==> src/rtl/adder_bist_if.sv <==
// adder_bist_if: operand/result bus between the BIST sequencer and the adder under test.
interface adder_bist_if #(parameter int WIDTH = 4);
  logic [WIDTH-1:0] dut_a, dut_b, dut_sum;
  logic dut_cin, dut_cout;
  modport master(output dut_a, dut_b, dut_cin, input dut_sum, dut_cout);
  modport slave(input dut_a, dut_b, dut_cin, output dut_sum, dut_cout);
endinterface

==> src/rtl/adder_bist.sv <==
// adder_bist: sweeps every {a, b, cin} through an adder, counts mismatches, latches the first failing vector.
module adder_bist #(
  parameter int WIDTH  = 4,
  parameter int SETTLE = 2
) (
  input  logic                 clk,
  input  logic                 rst,
  input  logic                 start,
  adder_bist_if.master         bus,
  output logic                 busy,
  output logic                 done,
  output logic                 pass,
  output logic [15:0]          err_count,
  output logic                 fail_valid,
  output logic [2*WIDTH:0]     first_fail_vec
);
  localparam int VW = 2*WIDTH+1;
  localparam int EW = WIDTH+1;
  localparam int CW = SETTLE > 1 ? $clog2(SETTLE) : 1;
  typedef enum logic [1:0] {S_IDLE, S_SETTLE, S_CHECK, S_DONE} state_t;
  state_t        state_q;
  logic [VW-1:0] vec_q, ffv_q;
  logic [CW-1:0] cnt_q;
  logic [15:0]   err_q, err_d;
  logic          fv_q, busy_q, done_q, pass_q;
  logic [EW-1:0] exp_w;
  logic          mism, last;
  always_comb begin
    exp_w = {1'b0, vec_q[VW-1:WIDTH+1]} + {1'b0, vec_q[WIDTH:1]} + EW'(vec_q[0]);
    mism  = exp_w != {bus.dut_cout, bus.dut_sum};
    err_d = (mism && err_q != 16'hFFFF) ? err_q + 16'd1 : err_q;
    last  = &vec_q;
  end
  assign bus.dut_a      = vec_q[VW-1:WIDTH+1];
  assign bus.dut_b      = vec_q[WIDTH:1];
  assign bus.dut_cin    = vec_q[0];
  assign busy           = busy_q;
  assign done           = done_q;
  assign pass           = pass_q;
  assign err_count      = err_q;
  assign fail_valid     = fv_q;
  assign first_fail_vec = ffv_q;
  always_ff @(posedge clk or posedge rst) begin
    if (rst) begin
      state_q <= S_IDLE;
      vec_q   <= '0;
      ffv_q   <= '0;
      cnt_q   <= '0;
      err_q   <= '0;
      fv_q    <= 1'b0;
      busy_q  <= 1'b0;
      done_q  <= 1'b0;
      pass_q  <= 1'b0;
    end else begin
      case (state_q)
        S_IDLE, S_DONE: if (start) begin
          state_q <= S_SETTLE;
          vec_q   <= '0;
          ffv_q   <= '0;
          err_q   <= '0;
          fv_q    <= 1'b0;
          cnt_q   <= CW'(SETTLE-1);
          busy_q  <= 1'b1;
          done_q  <= 1'b0;
          pass_q  <= 1'b0;
        end
        S_SETTLE: begin
          cnt_q <= cnt_q - 1'b1;
          if (cnt_q == '0) state_q <= S_CHECK;
        end
        S_CHECK: begin
          err_q <= err_d;
          if (mism && !fv_q) begin
            fv_q  <= 1'b1;
            ffv_q <= vec_q;
          end
          // pass uses the post-update count so the last vector's verdict is included
          if (last) begin
            state_q <= S_DONE;
            busy_q  <= 1'b0;
            done_q  <= 1'b1;
            pass_q  <= err_d == 16'd0;
          end else begin
            vec_q   <= vec_q + 1'b1;
            cnt_q   <= CW'(SETTLE-1);
            state_q <= S_SETTLE;
          end
        end
        default: state_q <= S_IDLE;
      endcase
    end
  end
  sat_hold: assert property (@(posedge clk) disable iff (rst)
    (state_q == S_CHECK && err_q == 16'hFFFF) |=> err_q == 16'hFFFF);
endmodule

==> src/flat_wrapper.sv <==
// flat-port wrapper written by rule: the top's interface ports become plain ports
module adder_bist_flat 
#(
  parameter int WIDTH  = 4,
  parameter int SETTLE = 2
)
  (clk, rst, start, busy, done, pass, err_count, fail_valid, first_fail_vec, bus_dut_a, bus_dut_b, bus_dut_cin, bus_dut_sum, bus_dut_cout);
  adder_bist_if #(.WIDTH(WIDTH)) bus_i ();
  input  logic clk;
  input  logic rst;
  input  logic start;
  output logic busy;
  output logic done;
  output logic pass;
  output logic [15:0] err_count;
  output logic fail_valid;
  output logic [2*WIDTH:0] first_fail_vec;
  output wire logic [$bits(bus_i.dut_a)-1:0] bus_dut_a;
  output wire logic [$bits(bus_i.dut_b)-1:0] bus_dut_b;
  output wire logic [$bits(bus_i.dut_cin)-1:0] bus_dut_cin;
  input wire logic [$bits(bus_i.dut_sum)-1:0] bus_dut_sum;
  input wire logic [$bits(bus_i.dut_cout)-1:0] bus_dut_cout;
  assign bus_dut_a = bus_i.dut_a;
  assign bus_dut_b = bus_i.dut_b;
  assign bus_dut_cin = bus_i.dut_cin;
  assign bus_i.dut_sum = bus_dut_sum;
  assign bus_i.dut_cout = bus_dut_cout;
  adder_bist #(.WIDTH(WIDTH), .SETTLE(SETTLE)) u_core (.clk(clk), .rst(rst), .start(start), .bus(bus_i), .busy(busy), .done(done), .pass(pass), .err_count(err_count), .fail_valid(fail_valid), .first_fail_vec(first_fail_vec));
endmodule
==> config.mk <==
export PLATFORM = sky130hd
export DESIGN_NAME = adder_bist_flat
export DESIGN_NICKNAME = d
export VERILOG_FILES = /design/src/rtl/adder_bist_if.sv /design/src/rtl/adder_bist.sv /design/src/flat_wrapper.sv
export SDC_FILE = /design/constraint.sdc
export NUM_CORES = 1
export LEC_CHECK = 0
export CORE_MARGIN = 2
export CORE_UTILIZATION = 38
export CTS_CLUSTER_DIAMETER = 200
export DETAILED_ROUTE_END_ITERATION = 10
export SLEW_MARGIN = 10
export SYNTH_ARGS = -nofsm -noshare
export SYNTH_HDL_FRONTEND = slang
export SYNTH_SLANG_ARGS = --single-unit
==> constraint.sdc <==
create_clock -name clk -period 4.2 [get_ports clk]
set_clock_uncertainty 0.15 [all_clocks]
set_input_delay 1.26 -clock clk [delete_from_list [all_inputs] [get_ports clk]]
set_output_delay 1.26 -clock clk [all_outputs]
set_load 0.02 [all_outputs]
Yosys cells after proc, flatten, opt, wreduce, memory -nomap -nowiden
Cells that the tools add are included.

Add/subtract/negate cells: 5. $mul: 0. Div/mod/pow operators: 0. Order comparisons: 0. Eq/ne operators: 10. Shift-type cells: 0. Muxes and demuxes: 24. Bitwise gates (word level): 0. Reductions and logical operators: 14.

Operators by type and width (count): $pmux 9 s2 (2); $mux 16 (2); $pmux 16 s2 (1); $mux 9 (3); $add 16x1->16 const B (1); $logic_not 16->1 (1); $ne 16x16->1 const B (1); $add 9x1->9 const B (1); $reduce_and 3->1 (3); $reduce_and 9->1 (1); $pmux 1 s2 (4); $mux 1 (7); $mux 2 (3); $ne 2x2->1 const B (3); $pmux 2 s3 (1); $reduce_and 2->1 (3); $add 4x4->5 (1); $add 5x1->5 (1); $ne 5x5->1 (1); $eq 2x2->1 const B (2); $ne 2x1->1 const B (2); $pmux 1 s3 (1); $eq 2x1->1 const B (1); $logic_and 1x1->1 (2); other kinds (5) (5).

Bits in registers: 41. Bits in latches: 0. RAM bits: 0. ROM bits: 0. Output and inout port bits: 38. Word-level logic and storage cells: 62. Memories: 0.

Longest topological paths before layout
Word-level depth: 8. Depth in mapped cells: 12. Depth with buffers taken out: 11.

Worst setup path after synthesis
OpenSTA, ideal clock, no wires.

Path kind: register to register. From: register u_core.vec_q[0]. To: register u_core.pass_q, in the netlist u_core.pass. Library setup time: 0.066 ns. Arrival: 3.133 ns. Data required time: 3.984 ns. Slack: 0.852 ns. Cell stages (with the launch flop): 13. Path buffers: 1. Cell sequence: dfrtp_1 > inv_1 > fa_1 > inv_1 > fa_1 > and3_4 > or3_4 > a2111oi_4 > buf_2 > mux2i_1 > nand4_1 > nor4_2 > a31o_1.

Cells in the longest elaborated chain, start to end: 7.

RTL lines: start, declared (RTL line adder_bist.sv:22) `logic [VW-1:0] vec_q, ffv_q;`; start signal, assigned (RTL line adder_bist.sv:84) `vec_q <= vec_q + 1'b1;`; $add 5x1->5 (RTL line adder_bist.sv:29) `exp_w = {1'b0, vec_q[VW-1:WIDTH+1]} + {1'b0, vec_q[WIDTH:1]} + EW'(vec_q[0]);`; $ne 5x5->1 (RTL line adder_bist.sv:30) `mism = exp_w != {bus.dut_cout, bus.dut_sum};`; $logic_and 1x1->1 (RTL line adder_bist.sv:31) `err_d = (mism && err_q != 16'hFFFF) ? err_q + 16'd1 : err_q;`; $mux 16 (RTL line adder_bist.sv:31); $logic_not 16->1 (RTL line adder_bist.sv:82) `pass_q <= err_d == 16'd0;`; $mux 1 (RTL line adder_bist.sv:78) `if (last) begin`; $pmux 1 s2 (RTL line adder_bist.sv:55) `case (state_q)`; end signal, assigned (RTL line adder_bist.sv:53) `pass_q <= 1'b0;`; end signal, assigned (RTL line adder_bist.sv:65) `pass_q <= 1'b0;`; end signal, assigned (RTL line adder_bist.sv:82); end, declared (RTL line adder_bist.sv:25) `logic fv_q, busy_q, done_q, pass_q;`.

Parallel ways exist; a longest one is shown, timed or not. The select of a mux whose other input is x is not followed. A chain may end at the register's enable or synchronous reset.

Worst setup path after layout
Ends and elaborated chain as after synthesis.

==> run metrics <==
Routed WL per cell 16.2 µm; Core Region 6420 µm²; Sw Ratio 0.378; min cycle time layout approximately 3.6 ns; ys flop type dfrtp_1; startpoint class of the critical path flop; CP Capture Type flop; worst vdd ir approximately 0.23 mV; post-CTS setup buffers 0; M3 GR Usage 0.0333; Syn Area/Cell slightly below 9 µm²; Cells after DPL 405; Synth cell types 53; pin count of the biggest net entering global routing 42; final setup fails 0; Pre-Repair DR Iteration Count 4; R2R depth 12; WHS Path Cells 1; Clk pin slew, worst setup/hold paths 0.08 ns; WS Path Type flop to flop; die area 7430 µm²; most common cell after layout, fill and taps aside clkdlybuf4s50_1; RSZ-0062 raised after global routing no; routability cong. slightly below 0.9; Critical Path RT between 4 and 5 ns; worst-path fanout max 17; FF+latch area ~1000 µm²; grt met1 use 0.298; Leak 1.29 nW; Area Growth Syn to Fin 24.9%; arrival time worst endpoint 3.66 ns; Mapped Area approximately 2600 µm²; YS warnings 0; # nets final about 350; initial antenna violation count 0; pwr/cell area 389 nW/µm²; drt drc 0; P_int just under 0.8 mW; Via density 5.89; Die Wd about 86 µm; sequential share of power 0.385; vias in the first global route around 2200; Async S/R FF share, synth 1.00; CP peak stage delay 0.48 ns; crit-path cells inv_1, fa_1, inv_1, fa_1, and3_4, or3_4, a2111oi_4, buf_4, nor3_2, mux2_4, nor4_2, a31o_1; Initial Util 0.400; HPWL after DPL 4840 µm; gr ovfl total 0; Routed Antenna Nets 0; hold_ws 0.356 ns; clock network power share 0.274; area of the multi-input gates 1440 µm²; GRT Overall Usage 0.196; Slowest cell on crit path dfrtp_1; Slew @ Worst Pin a little under 1 ns; initial drt markers ~210; Sinks on Clock Net 41; hold violation count in the final report 0; GR peak layer met1; register area share after synthesis 0.400; outcome complete, no violations; Mapped Cells roughly 290; Port Buffers 45; Comb pwr share 0.342; CTS Buffer Depth 2; fillers a little over 600; first-pass GRT wire length approximately 12000 µm; period utilization 0.850; number of flops mapped to enable cells by yosys 0; Vias between 2000 and 2500; GR met2 Demand/Resource 0.290; number of hold buffers added after cts 0; Syn Nets approximately 310; share of cells above drive strength 1 0.0685; Root Driver clkbuf_8; # IOs 46; final WL about 6700 µm; Hold Crit Class flop to flop; Rel. slew slack 0.335; fmax ~280 MHz; most frequent cells in the layout clkdlybuf4s50_1, dfrtp_1, o21ai_0, nand2_1, a21oi_1; cell row count 29; Max Transition Viols Final 0; Antenna Cells 0; sw power 0.472 mW; post-cts repair resize count 0; Die H about 86 µm; Yosys reg bits 41; CTS tree built; Max Cap Violations 0; H-tree level count 2; Non-Filler Instances ~410; total negative slack 0 ns; Worst-Skew Late Latency 0.30 ns; Num CTS Buffers 5
## path summary, 6_finish.rpt
kind | start | endpoint | slack, ns
setup / recovery | u_core.vec_q[0] | u_core.pass | 0.63
hold / removal | u_core.first_fail_vec[8] | u_core.first_fail_vec[8] | 0.36
setup reg to reg | u_core.vec_q[0] | u_core.pass | 0.63
hold reg to reg | u_core.first_fail_vec[8] | u_core.first_fail_vec[8] | 0.36
max in group asynchronous | rst | u_core.pass | 2.29
min in group asynchronous | rst | u_core.err_count[15] | 1.23
## state kept, by name, indices dropped and copies added, names as in the netlist
register and count:
u_core.err_count 16, u_core.first_fail_vec 9, u_core.vec_q 9, u_core.state_q 2, u_core.busy 1, u_core.cnt_q 1, u_core.done 1, u_core.fail_valid 1
u_core.pass 1
## critical path, delay by kind of cell (launching register included)
family,cells,cell delay [ns]
compound gates,2,0.52
buf+inv,3,0.48
mux,1,0.32
simple gates,4,0.91
fa+ha+maj,2,0.64
flops,1,0.48
## cells in the mapped netlist (7+ instances only)
cell / number / area share
a22o_1: 11 / 0.038
nand4_1: 9 / 0.022
a21oi_1: 20 / 0.039
dfrtp_1: 41 / 0.40
and3_1: 7 / 0.017
ha_1: 8 / 0.039
nand2_1: 33 / 0.048
a31oi_1: 7 / 0.017
nor2_1: 18 / 0.026
nand3_1: 12 / 0.023
inv_1: 11 / 0.016
o21ai_0: 34 / 0.066
clkbuf_1: 14 / 0.020
## layer usage
metal	vias to the layer above	share of wire
met5	-	0
met4	0	0.011
met3	5	0.071
met2	79	0.42
met1	1166	0.49
li1	1181	-
## power by group through the flow
stage	clock (mW)	combinational [mW]	sequential, mW
2_1_floorplan	0	0.259	0.500
3_3_place_gp	0	0.424	0.485
3_5_place_dp	0	0.428	0.486
4_1_cts	0.347	0.430	0.478
5_1_grt	0.368	0.480	0.486
6_report	0.341	0.426	0.479
## cell families after synthesis
logic type / synth area share
muxes: 0.0180
adders and majority gates: 0.0546
xor gates and xnor gates: 0.0224
buffers and inverters: 0.0385
and+or+nand+nor: 0.230
AOI/OAI and AO/OA: 0.237
DFF: 0.400
## area by class of cell
| cell class | instances | share of cell area |
|---|---|---|
| Multi-Input combinational cell | 227 | 0.450 |
| Sequential cell | 41 | 0.320 |
| Timing Repair Buffer | 49 | 0.150 |
| Tap cell | 77 | 0.0301 |
| Clock buffer | 6 | 0.0258 |
| Inverter | 11 | 0.0129 |
| Clock inverter | 2 | 0.0117 |
## metrics by stage
step	setup slack [ns]	power, mW	util	area [µm²]
after floorplan	0.852	0.758	-	2570
after global placement	0.446	0.909	0.480	3090
after detailed placement	0.422	0.914	0.480	3090
after CTS	0.635	1.26	0.499	3210
after global routing	0.357	1.33	0.499	3210
final	0.631	1.25	0.499	3210
Note: power is estimated with default switching activity, not from simulation.
